### config.mk
export PLATFORM = sky130hd
export DESIGN_NAME = twobitcomp_bist
export DESIGN_NICKNAME = d
export VERILOG_FILES = /design/src/rtl/twobitcomp_bist.sv
export SDC_FILE = /design/constraint.sdc
export NUM_CORES = 1
export LEC_CHECK = 0
export CAP_MARGIN = 20
export CORE_MARGIN = 1
export CORE_UTILIZATION = 25
export DETAILED_ROUTE_END_ITERATION = 8
export GPL_TIMING_DRIVEN = 0
export PLACE_DENSITY_LB_ADDON = 0.3
export REMOVE_ABC_BUFFERS = 1
export SYNTH_ARGS = -nofsm -noshare
export SYNTH_HDL_FRONTEND = slang
export SYNTH_SLANG_ARGS = --single-unit
### constraint.sdc
create_clock -name clk -period 2 [get_ports clk]
set_input_delay 0.4 -clock clk [delete_from_list [all_inputs] [get_ports clk]]
set_output_delay 0.4 -clock clk [all_outputs]
set_load 0.02 [all_outputs]
### src/rtl/twobitcomp_bist.sv
// Built-in self-test sweep for the 2-bit magnitude comparator.
// Walks all 16 operand pairs, checks g/l/e, reports pass and first failure.
module twobitcomp_bist #(
  parameter int unsigned SETTLE = 1
) (
  input  logic       clk,
  input  logic       rst,
  input  logic       start,
  output logic       x1,
  output logic       x0,
  output logic       y1,
  output logic       y0,
  input  logic       g,
  input  logic       l,
  input  logic       e,
  output logic       busy,
  output logic       done,
  output logic       pass,
  output logic [4:0] fail_count,
  output logic       first_fail_valid,
  output logic [3:0] first_fail_vec
);

  typedef enum logic [1:0] {
    S_IDLE,
    S_WAIT,
    S_CHECK,
    S_DONE
  } state_t;

  localparam logic [3:0] RELOAD = 4'(SETTLE - 1);

  state_t     state, state_nx;
  logic [3:0] vec, vec_nx;
  logic [3:0] wcnt, wcnt_nx;
  logic [4:0] fcnt_nx;
  logic       ffv_nx;
  logic [3:0] ffvec_nx;

  logic [1:0] opx, opy;
  logic [2:0] expect_gle;
  logic       mismatch;

  assign opx = vec[3:2];
  assign opy = vec[1:0];
  assign expect_gle = {opx > opy, opx < opy, opx == opy};
  // Exact three-bit match; multi-hot or all-zero responses fail.
  assign mismatch = {g, l, e} != expect_gle;

  assign x1 = vec[3];
  assign x0 = vec[2];
  assign y1 = vec[1];
  assign y0 = vec[0];

  assign busy = (state == S_WAIT) || (state == S_CHECK);
  assign done = (state == S_DONE);
  assign pass = done && (fail_count == 5'd0);

  always_comb begin
    state_nx = state;
    vec_nx   = vec;
    wcnt_nx  = wcnt;
    fcnt_nx  = fail_count;
    ffv_nx   = first_fail_valid;
    ffvec_nx = first_fail_vec;
    unique case (state)
      S_IDLE, S_DONE: begin
        if (start) begin
          state_nx = S_WAIT;
          vec_nx   = 4'd0;
          wcnt_nx  = RELOAD;
          fcnt_nx  = 5'd0;
          ffv_nx   = 1'b0;
          ffvec_nx = 4'd0;
        end
      end
      S_WAIT: begin
        if (wcnt == 4'd0) begin
          state_nx = S_CHECK;
        end else begin
          wcnt_nx = wcnt - 4'd1;
        end
      end
      S_CHECK: begin
        if (mismatch) begin
          fcnt_nx = fail_count + 5'd1;
          if (!first_fail_valid) begin
            ffv_nx   = 1'b1;
            ffvec_nx = vec;
          end
        end
        if (vec == 4'd15) begin
          state_nx = S_DONE;
        end else begin
          vec_nx   = vec + 4'd1;
          wcnt_nx  = RELOAD;
          state_nx = S_WAIT;
        end
      end
      default: state_nx = S_IDLE;
    endcase
  end

  always_ff @(posedge clk) begin
    if (rst) begin
      state            <= S_IDLE;
      vec              <= 4'd0;
      wcnt             <= 4'd0;
      fail_count       <= 5'd0;
      first_fail_valid <= 1'b0;
      first_fail_vec   <= 4'd0;
    end else begin
      state            <= state_nx;
      vec              <= vec_nx;
      wcnt             <= wcnt_nx;
      fail_count       <= fcnt_nx;
      first_fail_valid <= ffv_nx;
      first_fail_vec   <= ffvec_nx;
    end
  end

endmodule

[After elaboration in Yosys (flattened, before gate mapping)]
Cells that the tools add are included.
Word-level totals
  logic and storage cells: 54
  output and inout port bits: 17
  register bits: 20
  bits of input ports: 6
Operators by class
  $add $sub $neg: 3
  muxes and demuxes: 19
  reduce and logical (&&, ||, !) cells: 12
  $lt $le $gt $ge: 2
  equal/unequal tests: 12
Operators with widths (count)
  two-way mux 4 bit: 6
  case mux 4 bit (2 select lines): 2
  case mux 4 bit (3 select lines): 1
  two-way mux 5 bit: 2
  inequality test 2 bit, second input constant: 5
  case mux 5 bit (2 select lines): 1
  AND reduction 3 bit: 3
  two-way mux 2 bit: 3
  case mux 2 bit (3 select lines): 1
  adder 5 x 1 -> 5 bit, second input constant: 1
  zero test 5 bit: 1
  adder 4 x 1 -> 4 bit, second input constant: 1
  equality test 2 bit, second input constant: 2
  equality test 4 bit, second input constant: 1
  zero test 4 bit: 1
  AND reduction 4 bit: 1
  subtractor 4 x 1 -> 4 bit, second input constant: 1
  inequality test 3 bit: 1
  equality test 2 x 1 -> 1 bit, second input constant: 1
  equality test 2 bit: 1
  greater-than comparator 2 bit: 1
  zero test 2 bit: 1
  < comparator 2 bit: 1
  two-way mux 1 bit: 2
  7 further kinds: 7

[Depth between registers and ports, before layout]
  word-level depth: 4
  depth in mapped cells: 7
  gate-level depth less buffers: 7

[Worst setup path after synthesis]
No wires, ideal clock.
  kind: reg-to-reg
  start: register vec[1]
  end: register fail_count[4]
  buffers on the path: 0
  data required time: 1880 ps
  arrival: 2083 ps
  library setup time: 120 ps
  stages on the path, launching flop included: 8
  slack: -202 ps
  path through: dfxtp_1 > inv_1 > ha_1 > nor3b_1 > o211a_1 > o31a_4 > o211a_1 > a211o_1
Between the ends
  cells in the longest elaborated chain, start to end: 4
  elaborated cells on any way between the ends: 6
  those cells by class: 2 x order compare; 3 x eq/ne; 1 x reduce/logical
Ends and longest elaborated chain
  start, declared: line 34  | logic [3:0] vec, vec_nx;
  start signal, assigned: line 114  | vec <= vec_nx;
  < comparator 2 bit (tied with other cells): line 46  | assign expect_gle = {opx > opy, opx < opy, opx == opy};
  inequality test 3 bit *: line 48  | assign mismatch = {g, l, e} != expect_gle;
  inequality test 2 bit (no source line) *
  AND reduction 3 bit (no source line) *
  end signal, assigned: line 116  | fail_count <= fcnt_nx;
  end, declared: line 19  | output logic [4:0] fail_count,
Every way passes the cells marked *; elsewhere a longest branch is shown, timed or not.
A chain may end at the register's enable or synchronous reset.

[Worst setup path after layout]
  start: register vec[3]
  end: register fail_count[4]
The elaborated chain is that of the path after synthesis.

==> metrics.md <==
| Metric | Value |
|---|---|
| Final slew viol count | 0 |
| Detailed placer's ending HPWL | 1.92 mm |
| Die Y | 70.8 µm |
| Finished Cell Area | 1650 µm² |
| Io pins | 23 |
| Stages on worst setup path | 6 |
| Pleak | 0.000636 µW |
| Setup TNS | 0 ns |
| Final worst-path cycle share | 97.9% |
| Arr. time, crit path | 2.12 ns |
| # DRC | 0 |
| Cell Rows | 24 |
| Synth area leaders | dfxtp_1 (34%), ha_1 (11%), nand2_1 (4.4%) |
| Startpoint types | register |
| Max-Cap Viols | 0 |
| Drt initial violations | 99 |
| Synth Cell Area | 1180 µm² |
| Routed WL | 2.79 mm |
| Min Tclk post-route | 1.96 ns |
| Worst setup path end | fail_count[4]$_SDFFE_PP0P_ |
| CTS tree | yes |
| GRT Total Usage | 12.1% |
| Outcome | completed |
| Antenna-violating nets left | 0 |
| YS warnings | 0 |
| # diodes | 0 |
| CP max stage delay | 0.41 ns |
| # setup viols final | 0 |
| Buffers & Inverters on Critical Path | 0 |
| First-pass GRT wire length | 4.76 mm |
| Placed Area | 1460 µm² |
| Total grt overflow | 0 |
| Post-layout util | 37.2% |
| Clock tree sinks | 20 |
| Register area share after synthesis | 33.8% |
| CTS max path bufs | 2 |
| Total core area | 4440 µm² |
| CP Cell Sequence | ha_4, nor3b_1, o211a_1, o31a_4, o211a_1, a211o_1 |
| Worst Hold Class | register to register |
| Avg Vias per Cell | 5.11 |
| CP max stage cell | dfxtp_4 |
| Final Hold Viols | 0 |
| Crit end category | register |
| Tightest Pin Transition | 0.654 ns |
| WP data required | 2.16 ns |
| Vias | 1113 |
| Simple-Gate Fraction of Synth Area | 22.3% |
| Vias in the first global route | 1025 |
| Peak supply drop | 0.366 mV |
| Cells after synthesis | 140 |
| Setup slack, reg-to-reg | 0.04 ns |
| Fmax | 511 MHz |
| Cts hold-fix bufs | 0 |
| CP top delay family | compound AO/OA/AOI/OAI gates |
| Seq cells post-synth | 20 |
| I/O Buffers | 22 |
| DR pass1 iterations | 6 |
| Clk slew on worst S/H paths | 0.08 ns |
| Initial Utilization | 26.6% |
| Drt wl/cell | 12.8 µm |
| Reg2Reg Depth | 6 |
| Die Wd | 70.8 µm |
| Worst skew pair latency | 0.27 ns |
| Synth Area in Compound Gates | 26.5% |
| Most used cell, CP | o211a_1 |
| Largest family of logic cells by synthesized area | compound AO/OA/AOI/OAI gates |
| CP Class | register to register |
| Yosys top cell area share | 33.8% |
| CTS buffer count | 3 |
| Syn-to-layout area delta | 39.7% |
| RSZ-0062 raised after global routing | true |
| Cell variety after synth | 40 |
| Largest area contributor in the netlist | dfxtp_1 |
| Reg2reg end | fail_count[4]$_SDFFE_PP0P_ |
| Mean Syn Cell Area | 8.45 µm² |
| Post-synthesis xor/xnor area fraction | 0.740% |
| Adder and majority gate portion of the synthesized area | 10.6% |
| Max-slew headroom | 56.3% |
| Die area | 5010 µm² |
| Crit path from | vec[3]$_SDFFE_PP0P_ |
| Layout cell share with drive strength beyond 1 | 15.7% |
| Crit Reg-Reg Startpoint | vec[3]$_SDFFE_PP0P_ |
| Gp weighted congestion | 0.762 |
| Root buffer cell | clkbuf_8 |
| H-tree Lvls | 1 |
| PwrDens | 623 nW/µm² |
| Pin count of the biggest net entering global routing | 19 |
| Initial antenna violation count | 0 |
| Max FO, Critical Path | 8 |
| Multiplexer share of the synthesized area | 0.951% |
| Clk_skew | 0.00852 ns |
| Layout net count | 183 |
## synthesized netlist by cell type
cell type	n
a211oi_1	2
a22o_1	4
a31oi_1	1
a2111oi_0	1
nand3_1	5
inv_1	13
nor3b_1	3
ha_1	10
nand3b_1	1
nand4_1	2
o211a_1	3
clkbuf_1	3
nand2b_1	3
a21oi_1	7
nor3_1	2
a211o_1	3
or3_1	3
nor3_2	1
a2111oi_1	2
nor2b_1	2
xor2_1	1
a32oi_1	1
o21ai_0	5
o22ai_2	1
a21o_1	2
nor4_1	3
a2bb2oi_1	1
or4_1	1
mux2_2	1
dfxtp_1	20
o31ai_1	1
o31ai_2	1
nor2_1	11
a22oi_1	1
o31a_4	1
o221ai_1	1
and2_1	1
o22ai_1	1
nand2_1	14
a21boi_1	1
## area by class of cell
type,count,area (µm²)
clock inverter,1,30.0
sequential,20,413
fill,456,2790
tap,52,65.1
timing repair buffer,25,243
inverter,13,51.3
multi-input combinational,104,811
clock buffer,3,41.3
## cell usage in the layout, fill, tap and decap left out, types with 3 or more instances in the layout
cell | netlist | layout
nor3b_1 | 3 | 3
a211o_1 | 3 | 3
nor4_1 | 3 | 3
o21ai_0 | 5 | 5
dfxtp_4 | 0 | 3
nor2_1 | 11 | 11
or3_1 | 3 | 3
nand3_1 | 5 | 5
a22o_1 | 4 | 4
ha_1 | 10 | 7
clkdlybuf4s50_1 | 0 | 19
nand2b_1 | 3 | 3
a21oi_1 | 7 | 7
buf_4 | 0 | 3
o211a_1 | 3 | 3
dfxtp_1 | 20 | 16
nand2_1 | 14 | 14
clkbuf_8 | 0 | 3
inv_1 | 13 | 11
## repair_timing
action | 4_1_cts | 5_1_grt
pin swaps | 3 | 7
setup buffers | 2 | 1
resized for setup | 17 | 9
endpoints found under the setup margin | 12 | 17
endpoints found under the hold margin | 0 | 0
cloned | 0 | 0
## per-stage QoR
| step | setup WS, ns | instances | hold WS, ns | total power (µW) |
|---|---|---|---|---|
| after detailed placement | -0.298 | 211 | 0.462 | 614 |
| after CTS | 0.00578 | 217 | 0.472 | 1030 |
| after floorplan | -0.202 | 137 | 0.434 | 551 |
| final | 0.0417 | 218 | 0.470 | 1030 |
| after global placement | -0.311 | 211 | 0.454 | 616 |
| after global routing | -0.0236 | 218 | 0.482 | 1090 |
## kinds of logic (layout without fill, tap and decap cells)
family | Yosys count | after routing
adders and majority gates | 10 | 10
xor gates and xnor gates | 1 | 1
DFF | 20 | 20
AOI/OAI and AO/OA | 40 | 40
and+or+nand+nor | 52 | 52
buffers and inverters | 16 | 42
muxes | 1 | 1
## per-layer routing
metal / up-vias / track usage [%] / wire length [µm]
li1: 562 / - / -
met1: 532 / 15.5 / 1320
met2: 17 / 19.8 / 1330
met3: 2 / 3.70 / 107
met4: 0 / 3.33 / 26
met5: - / 0 / 0
## tightest hold or removal path, cell delays in order (launching register included)
cell     delay (ns)
dfxtp_1        0.32
nand2_1        0.05
a21oi_1        0.05
## how the worst min path moves through the flow
stage,from,to,slack [ns],depth (start not counted)
floorplan,wcnt[1]$_SDFFE_PP0P_,wcnt[1]$_SDFFE_PP0P_,0.43,2
detailed placement,wcnt[1]$_SDFFE_PP0P_,wcnt[1]$_SDFFE_PP0P_,0.46,2
finish,wcnt[1]$_SDFFE_PP0P_,wcnt[1]$_SDFFE_PP0P_,0.47,2
global placement,wcnt[1]$_SDFFE_PP0P_,wcnt[1]$_SDFFE_PP0P_,0.45,2
CTS,wcnt[1]$_SDFFE_PP0P_,wcnt[1]$_SDFFE_PP0P_,0.47,2
global route,wcnt[1]$_SDFFE_PP0P_,wcnt[1]$_SDFFE_PP0P_,0.48,2
## report_power, final
| group | leakage [µW] | switching [µW] | internal, µW | total, µW |
|---|---|---|---|---|
| logic | 0.000436 | 124 | 82.7 | 207 |
| registers | 0.000164 | 10.7 | 402 | 412 |
| clock network | 0.0000357 | 145 | 267 | 412 |
## registers in the layout, summed over array words and instances (netlist names)
| signal | count |
|---|---|
| first_fail_vec | 4 |
| fail_count | 5 |
| first_fail_valid | 1 |
| vec | 4 |
| state | 2 |
| wcnt | 4 |
No activity file was read; power rests on OpenSTA's default activity.
